`src/rtl/parport_rx.sv`:
```
`default_nettype none
// ============================================================================
// Module   : parport_rx
// Purpose  : Odd-parity parallel print port receiver. Synchronises the sender
//            strobe, captures the 9-bit port, checks parity, buffers bytes in
//            a first-word fall-through FIFO and returns a four-phase ack,
//            withholding the ack while the FIFO is full.
// Revision : 1.0 - initial release
// ============================================================================
module parport_rx #(
  parameter int FIFO_DEPTH  = 8,
  parameter int ACK_DELAY   = 2,
  parameter int SYNC_STAGES = 2,
  parameter int DROP_BAD    = 0
) (
  input  logic                          clk,
  input  logic                          reset,
  input  logic                          strobe,
  input  logic [8:0]                    din,
  output logic                          ack,
  output logic                          out_valid,
  input  logic                          out_ready,
  output logic [7:0]                    out_data,
  output logic                          out_perr,
  output logic [$clog2(FIFO_DEPTH):0]   fifo_count,
  output logic [15:0]                   perr_count,
  output logic                          proto_err
);

  localparam int CW = $clog2(FIFO_DEPTH) + 1;
  localparam int AW = $clog2(FIFO_DEPTH);
  localparam int DW = $clog2(ACK_DELAY) + 1;
  localparam logic [CW-1:0] c_DEPTH    = CW'(FIFO_DEPTH);
  localparam logic [DW-1:0] c_DLY_LOAD = DW'(ACK_DELAY - 1);
  localparam logic          c_DROP     = (DROP_BAD != 0);

  typedef enum logic [1:0] {
    S_IDLE = 2'd0,
    S_CAPT = 2'd1,
    S_DLY  = 2'd2,
    S_ACKH = 2'd3
  } state_t;

  state_t                 r_state;
  logic [DW-1:0]          r_dly;
  logic [SYNC_STAGES-1:0] r_sync;
  logic [SYNC_STAGES-1:0] r_fill;
  logic                   r_strobe_d;
  logic                   r_armed;
  logic [8:0]             r_mem [FIFO_DEPTH];
  logic [AW-1:0]          r_wr;
  logic [AW-1:0]          r_rd;

  logic w_strobe_s;
  logic w_rise;
  logic w_perr;
  logic w_full;
  logic w_push;
  logic w_pop;

  assign w_strobe_s = r_sync[SYNC_STAGES-1];
  // A rise only counts once strobe has been seen low after reset, so a strobe
  // left high across reset is not mistaken for a new transfer.
  assign w_rise     = w_strobe_s & ~r_strobe_d & r_armed;
  assign w_perr     = ~(^din);
  assign w_full     = (fifo_count == c_DEPTH);
  assign w_push     = (r_state == S_CAPT) && w_strobe_s && !w_full && !(c_DROP && w_perr);
  assign w_pop      = out_valid && out_ready;

  assign out_valid  = (fifo_count != '0);
  assign out_data   = out_valid ? r_mem[r_rd][7:0] : 8'h00;
  assign out_perr   = out_valid ? r_mem[r_rd][8]   : 1'b0;

  // Strobe synchroniser; r_fill marks when the chain holds a real sample.
  always_ff @(posedge clk) begin
    if (!reset) begin
      r_sync     <= '0;
      r_fill     <= '0;
      r_strobe_d <= 1'b0;
      r_armed    <= 1'b0;
    end else begin
      r_sync[0] <= strobe;
      r_fill[0] <= 1'b1;
      for (int i = 1; i < SYNC_STAGES; i++) begin
        r_sync[i] <= r_sync[i-1];
        r_fill[i] <= r_fill[i-1];
      end
      r_strobe_d <= w_strobe_s;
      if (r_fill[SYNC_STAGES-1] && !w_strobe_s) begin
        r_armed <= 1'b1;
      end
    end
  end

  // Handshake FSM: capture, ack delay, ack hold, protocol error detection.
  always_ff @(posedge clk) begin
    if (!reset) begin
      r_state    <= S_IDLE;
      r_dly      <= '0;
      ack        <= 1'b0;
      perr_count <= 16'h0000;
      proto_err  <= 1'b0;
    end else begin
      case (r_state)
        S_IDLE: begin
          if (w_rise) begin
            r_state <= S_CAPT;
          end
        end
        S_CAPT: begin
          if (!w_strobe_s) begin
            proto_err <= 1'b1;
            r_state   <= S_IDLE;
          end else if (!w_full) begin
            if (w_perr && (perr_count != 16'hFFFF)) begin
              perr_count <= perr_count + 16'd1;
            end
            r_dly   <= c_DLY_LOAD;
            r_state <= S_DLY;
          end
        end
        S_DLY: begin
          if (!w_strobe_s) begin
            proto_err <= 1'b1;
            r_state   <= S_IDLE;
          end else if (r_dly == '0) begin
            ack     <= 1'b1;
            r_state <= S_ACKH;
          end else begin
            r_dly <= r_dly - 1'b1;
          end
        end
        S_ACKH: begin
          if (!w_strobe_s) begin
            ack     <= 1'b0;
            r_state <= S_IDLE;
          end
        end
        default: r_state <= S_IDLE;
      endcase
    end
  end

  // FIFO pointers and occupancy; simultaneous push and pop leave count as is.
  always_ff @(posedge clk) begin
    if (!reset) begin
      r_wr       <= '0;
      r_rd       <= '0;
      fifo_count <= '0;
    end else begin
      if (w_push) r_wr <= r_wr + 1'b1;
      if (w_pop)  r_rd <= r_rd + 1'b1;
      case ({w_push, w_pop})
        2'b10:   fifo_count <= fifo_count + 1'b1;
        2'b01:   fifo_count <= fifo_count - 1'b1;
        default: fifo_count <= fifo_count;
      endcase
    end
  end

  // FIFO storage; contents need no reset since out_valid gates the head.
  always_ff @(posedge clk) begin
    if (w_push) begin
      r_mem[r_wr] <= {w_perr, din[7:0]};
    end
  end

endmodule
`default_nettype wire

```
`config.mk`:
```
export PLATFORM = sky130hd
export DESIGN_NAME = parport_rx
export DESIGN_NICKNAME = d
export VERILOG_FILES = /design/src/rtl/parport_rx.sv
export SDC_FILE = /design/constraint.sdc
export NUM_CORES = 1
export LEC_CHECK = 0
export ABC_AREA = 1
export ABC_CLOCK_PERIOD_IN_PS = 2630
export CORE_ASPECT_RATIO = 0.7
export CORE_UTILIZATION = 57
export DETAILED_ROUTE_END_ITERATION = 8
export PLACE_DENSITY = 0.79
export SYNTH_ARGS = -nofsm -noshare
export SYNTH_HDL_FRONTEND = slang
export SYNTH_SLANG_ARGS = --single-unit
```
`constraint.sdc`:
```
create_clock -name clk -period 2.63 [get_ports clk]
set_input_delay 0.263 -clock clk [delete_from_list [all_inputs] [get_ports clk]]
set_output_delay 0.263 -clock clk [all_outputs]
set_load 0.01 [all_outputs]
```
==> impl_metrics.sql, run 1 <==
INSERT INTO impl_metrics (metric_group, metric, value, unit) VALUES
('status', 'run_status', 'finished with violations', ''),
('status', 'failing_checks', 'negative setup slack', ''),
('clocking', 'clk_root_buffer_cell', 'sky130_fd_sc_hd__clkbuf_16', ''),
('sta', 'tns', '-0.001223', 'ns'),
('place', 'gpl_wtd_cong', '0.9062', ''),
('synthesis', 'ys_ff_latch', '113', ''),
('run', 'max_cap_viol_count', '0', ''),
('finish', 'finalCoreUtilization', '74.99', '%'),
('finish', 'layout_commonest_cell', 'sky130_fd_sc_hd__nor2_1', ''),
('die', 'design.core.area', '8548', 'sq um'),
('synthesis', 'yosysTopAreaCellShare', '42.65', '%'),
('die', 'die_y', '80.91', 'um'),
('worst_setup_path', 'arrival', '2.37', 'ns'),
('sta', 'finalCriticalPeriod', '2.631', 'ns'),
('pwr', 'max-vdd-ir-drop', '0.4456', 'mV'),
('global_routing', 'grt_max_degree', '37', ''),
('route', 'num_vias', '4059', ''),
('global_routing', 'global_route.usage.total', '26.48', '%'),
('sta', 'setup_viol_count_final', '1', ''),
('synthesis', 'ys_top_cells_by_area', 'sky130_fd_sc_hd__edfxtp_1 43%, sky130_fd_sc_hd__dfxtp_1 16%, sky130_fd_sc_hd__nor2_1 7.8%', ''),
('sta', 'setup_ws', '-0.001223', 'ns'),
('sta', 'finalHoldViolations', '0', ''),
('worst_setup_path', 'critical_path_cell_count', '7', ''),
('synthesis', 'synth_edf_count', '72', ''),
('place', 'port-buffer-count', '44', ''),
('pwr', 'static-leakage-power', '2.362', 'nW'),
('worst_setup_path', 'crit_path_start_kind', 'flip-flop', ''),
('worst_setup_path', 'setup.reg_to_reg.worst_slack', '0.38', 'ns'),
('synthesis', 'ys_warn_count', '0', ''),
('synthesis', 'synth-main-ff-cell', 'sky130_fd_sc_hd__edfxtp_1', ''),
('route', 'drc_errors', '0', ''),
('finish', 'layout-area-overhead-vs-synth', '26.43', '%'),
('clocking', 'cts.sinks', '113', ''),
('global_routing', 'global_route.overflow_total', '0', ''),
('die', 'die_w', '114.7', 'um'),
('pwr', 'power.density', '954.3', 'nW/um^2'),
('die', 'floorplan.die_area', '9281', 'sq um'),
('worst_setup_path', 'most_prevalent_standard_cell_on_the_critical_path', 'sky130_fd_sc_hd__nor2_1', ''),
('worst_setup_path', 'cp_bufs_invs', '3', ''),
('worst_setup_path', 'worst_r2r_startpoint', 'r_state[1]', ''),
('worst_setup_path', 'critPathCapture', 'out_data[0]', ''),
('global_routing', 'grt_pass1_vias', '3672', ''),
('die', 'std_cell_rows', '28', ''),
('synthesis', 'synthesis.nets', '538', ''),
('clocking', 'htree_num_levels', '4', ''),
('route', 'vias_per_cell', '5.669', ''),
('pwr', 'total_power', '6.117', 'mW'),
('global_routing', 'grt_pass1_wl', '18030', 'um'),
('clocking', 'clk_latency', '0.41', 'ns'),
('finish', 'final_cell_count_no_fill', '716', ''),
('worst_setup_path', 'timing.setup.critical_path_class', 'flip-flop to output port', ''),
('global_routing', 'grt_antenna_before_repair', '0', ''),
('synthesis', 'synth.distinct_cells', '33', ''),
('synthesis', 'async_reset_ff_share', '0', '%'),
('sta', 'slew_at_the_pin_with_the_worst_max_slew_slack', '0.5162', 'ns'),
('route', 'antenna_left', '0', ''),
('sta', 'min_period_over_period', '100.0', '%'),
('worst_setup_path', 'critical-path-slowest-cell', 'sky130_fd_sc_hd__clkdlybuf4s50_1', ''),
('worst_setup_path', 'crit_required', '2.37', 'ns'),
('route', 'drt_pre_antenna_iters', '7', ''),
('finish', 'num_antenna_cells', '0', ''),
('sta', 'achievable-frequency', '380.1', 'MHz'),
('synthesis', 'seq_area_frac_synth', '58.84', '%'),
('hold_path', 'hp-class', 'primary input to flip-flop', ''),
('worst_setup_path', 'worst_r2r_path_depth', '12', ''),
('place', 'placed_cells', '677', ''),
('worst_setup_path', 'worst-path-max-fanout', '5', ''),
('finish', 'final_nets', '608', ''),
('route', 'route.final.wire_length', '11990', 'um'),
('synthesis', 'synthesis.instances', '513', ''),
('clocking', 'clockBufferDepth', '2', '');
[kinds of logic after synthesis]
kind of cell / share of synthesized area [%]
simple gates: 18.51
flops: 58.84
compound gates: 11.40
buf+inv: 4.491
xor+xnor: 3.800
fa+ha+maj: 2.961
[how the worst min path moves through the flow]
stage,from,endpoint,depth (start not counted)
6_report,strobe,r_sync[0],3
5_1_grt,strobe,r_sync[0],3
4_1_cts,strobe,r_sync[0],3
3_5_place_dp,r_fill[0],r_fill[1],2
3_3_place_gp,r_sync[0],r_sync[1],2
2_1_floorplan,reset,r_fill[0],0
[layer usage]
metal,share of wire (%),track usage [%]
met1,43,35.80
met5,0,0
met2,46,39.58
met4,1.9,12.99
met3,9.1,7.388
[report_power, final]
group / internal [mW] / switching [mW] / total (mW)
registers: 1.99 / 0.0991 / 2.09
logic: 0.793 / 1.05 / 1.84
clock network: 1.44 / 0.745 / 2.19
total: 4.22 / 1.89 / 6.12
[worst min-delay path: cells and delay by family]
| family | cells | cell delay, ns |
|---|---|---|
| simple gates | 1 | 0.07 |
| buf+inv | 2 | 0.44 |
[per-stage QoR]
stage	cell area [sq um]	hold WS (ns)
after global placement	5714	0.3932
after global routing	6410	0.4177
after detailed placement	5714	0.4078
after CTS	6291	0.3808
final	6410	0.3952
after floorplan	5070	0.2907
[area by class of cell]
class | instances | area [sq um]
timing repair inverter | 1 | 7.507
clock inverter | 5 | 50.05
inverter | 35 | 135.1
multi-input combinational | 345 | 1882
fill | 574 | 2138
clock buffer | 27 | 523.0
timing repair buffer | 70 | 675.6
sequential | 113 | 2987
tap | 120 | 150.1
[registers in the layout, summed over array words and instances, names as in the netlist, named ones only]
name and cells:
ack 1, fifo_count 4, perr_count 16, proto_err 1, r_armed 1, r_dly 2
r_fill 2, r_mem 72, r_rd 3, r_state 2, r_strobe_d 1, r_sync 2
r_wr 3
[cells in the mapped netlist, types with 3 or more instances]
| cell | number |
|---|---|
| sky130_fd_sc_hd__nor2_4 | 3 |
| sky130_fd_sc_hd__a21oi_1 | 21 |
| sky130_fd_sc_hd__o32ai_1 | 18 |
| sky130_fd_sc_hd__edfxtp_1 | 72 |
| sky130_fd_sc_hd__buf_4 | 3 |
| sky130_fd_sc_hd__xor2_1 | 11 |
| sky130_fd_sc_hd__nand3_1 | 32 |
| sky130_fd_sc_hd__inv_1 | 33 |
| sky130_fd_sc_hd__dfxtp_1 | 41 |
| sky130_fd_sc_hd__ha_1 | 12 |
| sky130_fd_sc_hd__clkbuf_1 | 12 |
| sky130_fd_sc_hd__o21ai_0 | 38 |
| sky130_fd_sc_hd__nor2_1 | 105 |
| sky130_fd_sc_hd__xnor2_1 | 11 |
| sky130_fd_sc_hd__nand2_1 | 69 |
| sky130_fd_sc_hd__a21oi_2 | 10 |
[what timing repair did]
action                                  4_1_cts  5_1_grt
endpoints found under the setup margin        7        9
buffers inserted                              0        5
resized for setup                             1       12
gates cloned                                  0        2
Note: power is estimated with default switching activity, not from simulation.
==> inputs of run 2 (changes only) <==
--- a/config.mk
+++ b/config.mk
@@ -6,11 +6,12 @@
 export NUM_CORES = 1
 export LEC_CHECK = 0
 export ABC_AREA = 1
-export ABC_CLOCK_PERIOD_IN_PS = 2630
 export CORE_ASPECT_RATIO = 0.7
 export CORE_UTILIZATION = 57
+export CTS_CLUSTER_SIZE = 24
 export DETAILED_ROUTE_END_ITERATION = 8
 export PLACE_DENSITY = 0.79
+export RECOVER_POWER = 100
 export SYNTH_ARGS = -nofsm -noshare
 export SYNTH_HDL_FRONTEND = slang
 export SYNTH_SLANG_ARGS = --single-unit
==> run 2 against run 1 <==
Net effect: the run now ends clean; clock skew is essentially flat; core utilization fell by 1.1 points; final cell count unchanged; register-to-register slack worse by 0.14 ns; non-clock buffer count did not move; largest power group unchanged; highest routed layer unchanged.
==> impl_metrics.sql, run 2 (synthesis results as in run 1) <==
INSERT INTO impl_metrics (metric_group, metric, value, unit) VALUES
('sta', 'clock_skew', '0.008537', 'ns'),
('pwr', 'pwr-share-comb', '29.6', '%'),
('finish', 'final_cell_mix', '105 x sky130_fd_sc_hd__nor2_1, 72 x sky130_fd_sc_hd__edfxtp_1, 71 x sky130_fd_sc_hd__nand2_1', ''),
('clocking', 'cts_hold_buf', '0', ''),
('die', 'std_cell_rows', '28', ''),
('sta', 'achievable-frequency', '383.5', 'MHz'),
('pwr', 'static-leakage-power', '2.367', 'nW'),
('global_routing', 'grt_pass1_vias', '3672', ''),
('die', 'design.portCount', '45', ''),
('die', 'design.core.area', '8548', 'sq um'),
('worst_setup_path', 'timing.setup.critical_path_class', 'flip-flop to output port', ''),
('place', 'dpl.hpwl', '7305', 'um'),
('finish', 'num-fill-cells', '601', ''),
('route', 'num_vias', '4060', ''),
('global_routing', 'global_route.overflow_total', '0', ''),
('die', 'floorplan.initialDensity', '59.31', '%'),
('sta', 'fin_worst_hold_slack', '0.3988', 'ns'),
('worst_setup_path', 'critPathCaptureType', 'output port', ''),
('sta', 'slew_at_the_pin_with_the_worst_max_slew_slack', '0.9378', 'ns'),
('sta', 'timing.slew.headroom', '37.48', '%'),
('global_routing', 'grt_max_degree', '37', ''),
('finish', 'final_nets', '608', ''),
('pwr', 'total_power', '6.079', 'mW'),
('finish', 'top_register', 'r_mem', ''),
('finish', 'layout_commonest_cell', 'sky130_fd_sc_hd__nor2_1', ''),
('route', 'drt_iter0_markers', '359', ''),
('finish', 'multi_input_area', '1851', 'sq um'),
('route', 'vias_per_cell', '5.670', ''),
('place', 'placed_cells', '677', ''),
('pwr', 'power.net_switching', '1.888', 'mW'),
('sta', 'min_period_over_period', '99.15', '%'),
('route', 'antenna_left', '0', ''),
('finish', 'final_layout_size_suffix_gt1_share', '9.899', '%'),
('finish', 'layout-area-overhead-vs-synth', '24.65', '%'),
('sta', 'setup_ws', '0.02238', 'ns'),
('sta', 'setup_viol_count_final', '0', ''),
('route', 'route.final.wire_length', '11990', 'um'),
('global_routing', 'global_route.usage.total', '26.48', '%'),
('pwr', 'seqPwrFrac', '34.3', '%'),
('clocking', 'cts.sinks', '113', ''),
('finish', 'regArea', '2987', 'sq um'),
('pwr', 'power_report.internal_total', '4.191', 'mW'),
('die', 'floorplan.die_area', '9281', 'sq um'),
('clocking', 'clk_latency', '0.41', 'ns'),
('finish', 'largest_register_ff_count', '72', ''),
('clocking', 'clockBufferDepth', '2', ''),
('clocking', 'clock_tree_from_tritoncts', 'yes', ''),
('clocking', 'clk_pin_slew_worst_paths', '0.05', 'ns'),
('pwr', 'power.share.clock', '36.1', '%'),
('die', 'die_y', '80.91', 'um'),
('place', 'dp_worst_setup_slack', '0.2897', 'ns'),
('sta', 'finalCriticalPeriod', '2.608', 'ns'),
('sta', 'finalHoldViolations', '0', ''),
('route', 'wl_per_cell', '16.74', 'um'),
('finish', 'largest_registers', 'r_mem x72, perr_count x16, fifo_count x4', ''),
('status', 'run_status', 'completed', ''),
('clocking', 'htree_num_levels', '4', ''),
('route', 'drc_errors', '0', ''),
('pwr', 'switching_share', '31.06', '%'),
('die', 'die_w', '114.7', 'um'),
('worst_setup_path', 'crit_path_start_kind', 'flip-flop', ''),
('worst_setup_path', 'crit_required', '2.37', 'ns'),
('pwr', 'max-vdd-ir-drop', '0.4488', 'mV'),
('clocking', 'clk_root_buffer_cell', 'sky130_fd_sc_hd__clkbuf_16', ''),
('global_routing', 'grt_antenna_before_repair', '0', ''),
('pwr', 'power.density', '961.9', 'nW/um^2'),
('worst_setup_path', 'worst-path-max-fanout', '5', ''),
('finish', 'num_antenna_cells', '0', ''),
('place', 'gpl_wtd_cong', '0.9062', ''),
('place', 'port-buffer-count', '44', ''),
('hold_path', 'hp-class', 'primary input to flip-flop', ''),
('global_routing', 'grt_pass1_wl', '18030', 'um'),
('route', 'drt_pre_antenna_iters', '5', ''),
('run', 'max_cap_viol_count', '0', ''),
('worst_setup_path', 'arrival', '2.34', 'ns'),
('finish', 'final_cell_count_no_fill', '716', ''),
('sta', 'timing_max_transition_violations_final', '0', ''),
('clocking', 'cts_inserted_buffers', '17', '');
==> run 2: cell types whose count changed in the layout (fill, tap and decap cells not counted), moves of 7 or more <==
cell	delta
sky130_fd_sc_hd__a21oi_2	-7
sky130_fd_sc_hd__buf_4	-14
sky130_fd_sc_hd__clkbuf_1	+13
sky130_fd_sc_hd__clkdlybuf4s50_1	-32
sky130_fd_sc_hd__a21oi_1	+7
sky130_fd_sc_hd__dlygate4sd3_1	+32
==> run 2: cell type report <==
class	instances	share of cell area (%)
Sequential cell	113	47.26
Multi-Input combinational cell	345	29.28
Timing Repair Buffer	70	9.760
Clock buffer	27	8.276
Tap cell	120	2.376
Inverter	35	2.138
Clock inverter	5	0.7919
Timing Repair inverter	1	0.1188
==> run 2: power groups by stage <==
| stage | clock network, mW | registers, mW | logic [mW] |
|---|---|---|---|
| 2_1_floorplan | 0 | 2.09 | 1.01 |
| 4_1_cts | 2.21 | 2.07 | 1.69 |
| 5_1_grt | 2.29 | 2.10 | 1.98 |
| 3_5_place_dp | 0 | 2.10 | 1.66 |
| 3_3_place_gp | 0 | 2.09 | 1.61 |
| 6_report | 2.19 | 2.09 | 1.80 |
==> run 2: worst paths after layout <==
kind,startpoint,endpoint,slack (ns),depth (start not counted)
max,flip-flop,out_data[0],0.02,7
min,strobe,r_sync[0],0.40,3
max reg2reg,r_state[1],fifo_count[2],0.24,12
min reg2reg,r_sync[0],r_sync[1],0.43,2
==> run 2: worst max-delay path: stages, from the launching register on <==
cell,delay [ns]
sky130_fd_sc_hd__dfxtp_4,0.39
sky130_fd_sc_hd__clkinvlp_4,0.16
sky130_fd_sc_hd__buf_4,0.14
sky130_fd_sc_hd__nor2_1,0.05
sky130_fd_sc_hd__o32ai_1,0.35
sky130_fd_sc_hd__nor2_1,0.10
sky130_fd_sc_hd__nor2_1,0.18
sky130_fd_sc_hd__clkdlybuf4s50_1,0.57
==> run 2: repair_timing <==
| item | CTS | global route |
|---|---|---|
| hold endpoints to repair | 0 | 0 |
| gates resized for setup | 1 | 12 |
| setup endpoints to repair | 7 | 9 |
| buffers inserted | 0 | 5 |
| pin swaps | 0 | 0 |
| gates cloned | 0 | 2 |
==> run 2: routing by layer <==
metal	track usage, %	wire [um]
met5	0	0
met4	12.99	240
met3	7.388	940
met2	39.58	5493
met1	35.80	5313
==> run 2: through the flow <==
step / utilization (%) / TNS [ns] / area, sq um
2_1_floorplan: - / 0 / 5070
3_3_place_gp: 66.85 / 0 / 5714
3_5_place_dp: 66.85 / 0 / 5714
4_1_cts: 73.59 / -0.3820 / 6291
5_1_grt: 73.93 / -0.1100 / 6320
6_report: 73.93 / 0 / 6320
==> inputs of run 3 (changes only) <==
--- a/config.mk
+++ b/config.mk
@@ -7,10 +7,10 @@
 export LEC_CHECK = 0
 export ABC_AREA = 1
 export CORE_ASPECT_RATIO = 0.7
-export CORE_UTILIZATION = 57
+export CORE_UTILIZATION = 55
 export CTS_CLUSTER_SIZE = 24
 export DETAILED_ROUTE_END_ITERATION = 8
-export PLACE_DENSITY = 0.79
+export PLACE_DENSITY = 0.77
 export RECOVER_POWER = 100
 export SYNTH_ARGS = -nofsm -noshare
 export SYNTH_HDL_FRONTEND = slang
==> run 3 against run 2 <==
Net effect: hold slack worse by 0.018 ns; clock power is 4% higher; clock skew is 0.0021 ns lower; via count is 2.3% lower; global-route usage is 0.66 points lower; combinational power is 6% lower; register-to-register slack hardly changed; critical path depth stayed put; non-clock buffer count is 2 higher; die area is 3.6% higher; routed wire length is 4.8% lower; count of clock-buffer cells in the layout is 10 lower; critical path type unchanged.
==> impl_metrics.sql, run 3 (synthesis results as in run 1) <==
INSERT INTO impl_metrics (metric_group, metric, value, unit) VALUES
('worst_setup_path', 'worst-path-max-fanout', '30', ''),
('worst_setup_path', 'arrival', '2.24', 'ns'),
('clocking', 'clk_pin_slew_worst_paths', '0.06', 'ns'),
('finish', 'final_nets', '609', ''),
('worst_setup_path', 'crit_path_start_kind', 'flip-flop', ''),
('clocking', 'htree_num_levels', '4', ''),
('pwr', 'power.share.clock', '37.6', '%'),
('hold_path', 'hp-class', 'primary input to flip-flop', ''),
('worst_setup_path', 'worst_r2r_path_depth', '9', ''),
('worst_setup_path', 'crit_path_cell_trace', 'clkinvlp_4, buf_12, nor2_1, o32ai_1, o21ai_0, nor2_1, dlygate4sd3_1', ''),
('worst_setup_path', 'cpLargestDelayFamily', 'buffers and inverters', ''),
('finish', 'largest_registers', 'r_mem x72, perr_count x16, fifo_count x4', ''),
('global_routing', 'grt_pass1_wl', '18050', 'um'),
('worst_setup_path', 'crit_path_largest_cell_delay', '0.61', 'ns'),
('route', 'num_vias', '3966', ''),
('finish', 'final_cell_mix', '105 x sky130_fd_sc_hd__nor2_1, 72 x sky130_fd_sc_hd__edfxtp_1, 70 x sky130_fd_sc_hd__nand2_1', ''),
('place', 'dpl.hpwl', '7330', 'um'),
('clocking', 'clk_root_buffer_cell', 'sky130_fd_sc_hd__clkbuf_16', ''),
('route', 'drt_pre_antenna_iters', '6', ''),
('pwr', 'seqPwrFrac', '34.2', '%'),
('finish', 'final_layout_size_suffix_gt1_share', '9.213', '%'),
('clocking', 'clockBufferDepth', '2', ''),
('die', 'std_cell_rows', '28', ''),
('route', 'drt_iter0_markers', '395', ''),
('finish', 'top_register', 'r_mem', ''),
('pwr', 'power.net_switching', '1.878', 'mW'),
('die', 'floorplan.initialDensity', '58.35', '%'),
('sta', 'finalHoldViolations', '0', ''),
('worst_setup_path', 'cp_bufs_invs', '3', ''),
('pwr', 'switching_share', '31.04', '%'),
('worst_setup_path', 'crit_required', '2.37', 'ns'),
('finish', 'largest_register_ff_count', '72', ''),
('finish', 'post-route-cell-area', '6316', 'sq um'),
('pwr', 'pwr-share-comb', '28.1', '%'),
('sta', 'timing.slew.headroom', '23.53', '%'),
('finish', 'num_antenna_cells', '0', ''),
('sta', 'finalCriticalPeriod', '2.505', 'ns'),
('sta', 'setup_viol_count_final', '0', ''),
('die', 'design.portCount', '45', ''),
('global_routing', 'global_route.overflow_total', '0', ''),
('worst_setup_path', 'most_prevalent_standard_cell_on_the_critical_path', 'sky130_fd_sc_hd__nor2_1', ''),
('die', 'design.core.area', '8688', 'sq um'),
('worst_setup_path', 'critical_path_cell_count', '7', ''),
('worst_setup_path', 'critPathCaptureType', 'output port', ''),
('clocking', 'cts.sinks', '113', ''),
('global_routing', 'grt_pass1_vias', '3599', ''),
('route', 'drc_errors', '0', ''),
('finish', 'layout_commonest_cell', 'sky130_fd_sc_hd__nor2_1', ''),
('global_routing', 'global_route.usage.total', '25.82', '%'),
('pwr', 'power_report.internal_total', '4.173', 'mW'),
('route', 'route.final.wire_length', '11410', 'um'),
('sta', 'setup_repair_after_global_routing_missed_its_margin', 'false', ''),
('place', 'gpl_wtd_cong', '0.8738', ''),
('global_routing', 'grt_max_degree', '37', ''),
('hold_path', 'whs_path_depth', '3', ''),
('clocking', 'clk_latency', '0.41', 'ns'),
('die', 'floorplan.die_area', '9612', 'sq um'),
('worst_setup_path', 'setup.reg_to_reg.worst_slack', '0.25', 'ns'),
('die', 'die_w', '116.8', 'um'),
('clocking', 'cts_hold_buf', '0', ''),
('pwr', 'total_power', '6.051', 'mW'),
('sta', 'timing_max_transition_violations_final', '0', ''),
('clocking', 'cts_inserted_buffers', '17', ''),
('sta', 'achievable-frequency', '399.2', 'MHz'),
('die', 'die_y', '82.33', 'um'),
('pwr', 'static-leakage-power', '2.361', 'nW'),
('finish', 'layout-area-overhead-vs-synth', '24.58', '%'),
('run', 'max_cap_viol_count', '0', ''),
('sta', 'tns', '0', 'ns'),
('worst_setup_path', 'timing.setup.critical_path_class', 'flip-flop to output port', ''),
('route', 'wl_per_cell', '15.91', 'um'),
('sta', 'slew_at_the_pin_with_the_worst_max_slew_slack', '1.147', 'ns'),
('place', 'post_place_cell_area', '5764', 'sq um'),
('clocking', 'clock_tree_from_tritoncts', 'yes', ''),
('sta', 'clock_skew', '0.006461', 'ns'),
('finish', 'num-fill-cells', '648', ''),
('place', 'port-buffer-count', '44', ''),
('route', 'antenna_left', '0', ''),
('sta', 'min_period_over_period', '95.24', '%'),
('global_routing', 'grt_antenna_before_repair', '0', ''),
('pwr', 'max-vdd-ir-drop', '0.5731', 'mV'),
('route', 'vias_per_cell', '5.531', ''),
('pwr', 'power.density', '958.0', 'nW/um^2'),
('worst_setup_path', 'critical-path-slowest-cell', 'sky130_fd_sc_hd__dlygate4sd3_1', ''),
('status', 'run_status', 'completed', '');
[run 3: final cells by class]
type                            instances  area, sq um  share of cell area [%]
Inverter                               35        135.1                   2.139
Timing Repair Buffer                   72        610.6                   9.667
Multi-Input combinational cell        345         1842                   29.16
Sequential cell                       113         2984                   47.25
Clock inverter                         15        168.9                   2.674
Tap cell                              120        150.1                   2.377
Clock buffer                           17        425.4                   6.735
[run 3: layer usage]
layer,GRT usage (%),up-vias,part of all wire (%)
met3,8.102,16,7.5
met4,10.13,0,1.3
li1,-,1907,-
met1,34.65,1885,44
met5,0,-,0
met2,39.29,158,47
[run 3: worst paths after layout]
check / start / endpoint
worst max-delay path: flip-flop / out_data[5]
worst min-delay path: strobe / r_sync[0]
worst max register to register: r_state[1] / r_mem[3][6]
worst min register to register: r_sync[0] / r_sync[1]
[run 3: timing repair]
action	CTS	global route
resized for setup	0	8
buffers inserted	0	3
setup endpoints to repair	0	6
[run 3: tightest hold or removal path, cell delays in order]
cell and delay [ns]:
sky130_fd_sc_hd__clkdlybuf4s50_1 0.40, sky130_fd_sc_hd__nand2_1 0.06, sky130_fd_sc_hd__inv_1 0.03
[run 3: through the flow]
step           setup slack, ns  utilization (%)  hold WS, ns  cells
2_1_floorplan           0.6718                -       0.2907    513
3_3_place_gp            0.4109            66.35       0.3956    682
3_5_place_dp            0.3206            66.35       0.3982    682
4_1_cts                0.01504            73.19       0.3711    714
5_1_grt                0.01140            72.70       0.4179    717
6_report                0.1253            72.70       0.3809    717
[run 3: power by group through the flow]
stage | clock, mW | sequential (mW) | combinational [mW]
finish | 2.28 | 2.07 | 1.70
global route | 2.39 | 2.08 | 1.86
CTS | 2.30 | 2.06 | 1.70
detailed placement | 0 | 2.10 | 1.66
global placement | 0 | 2.09 | 1.61
floorplan | 0 | 2.09 | 1.01
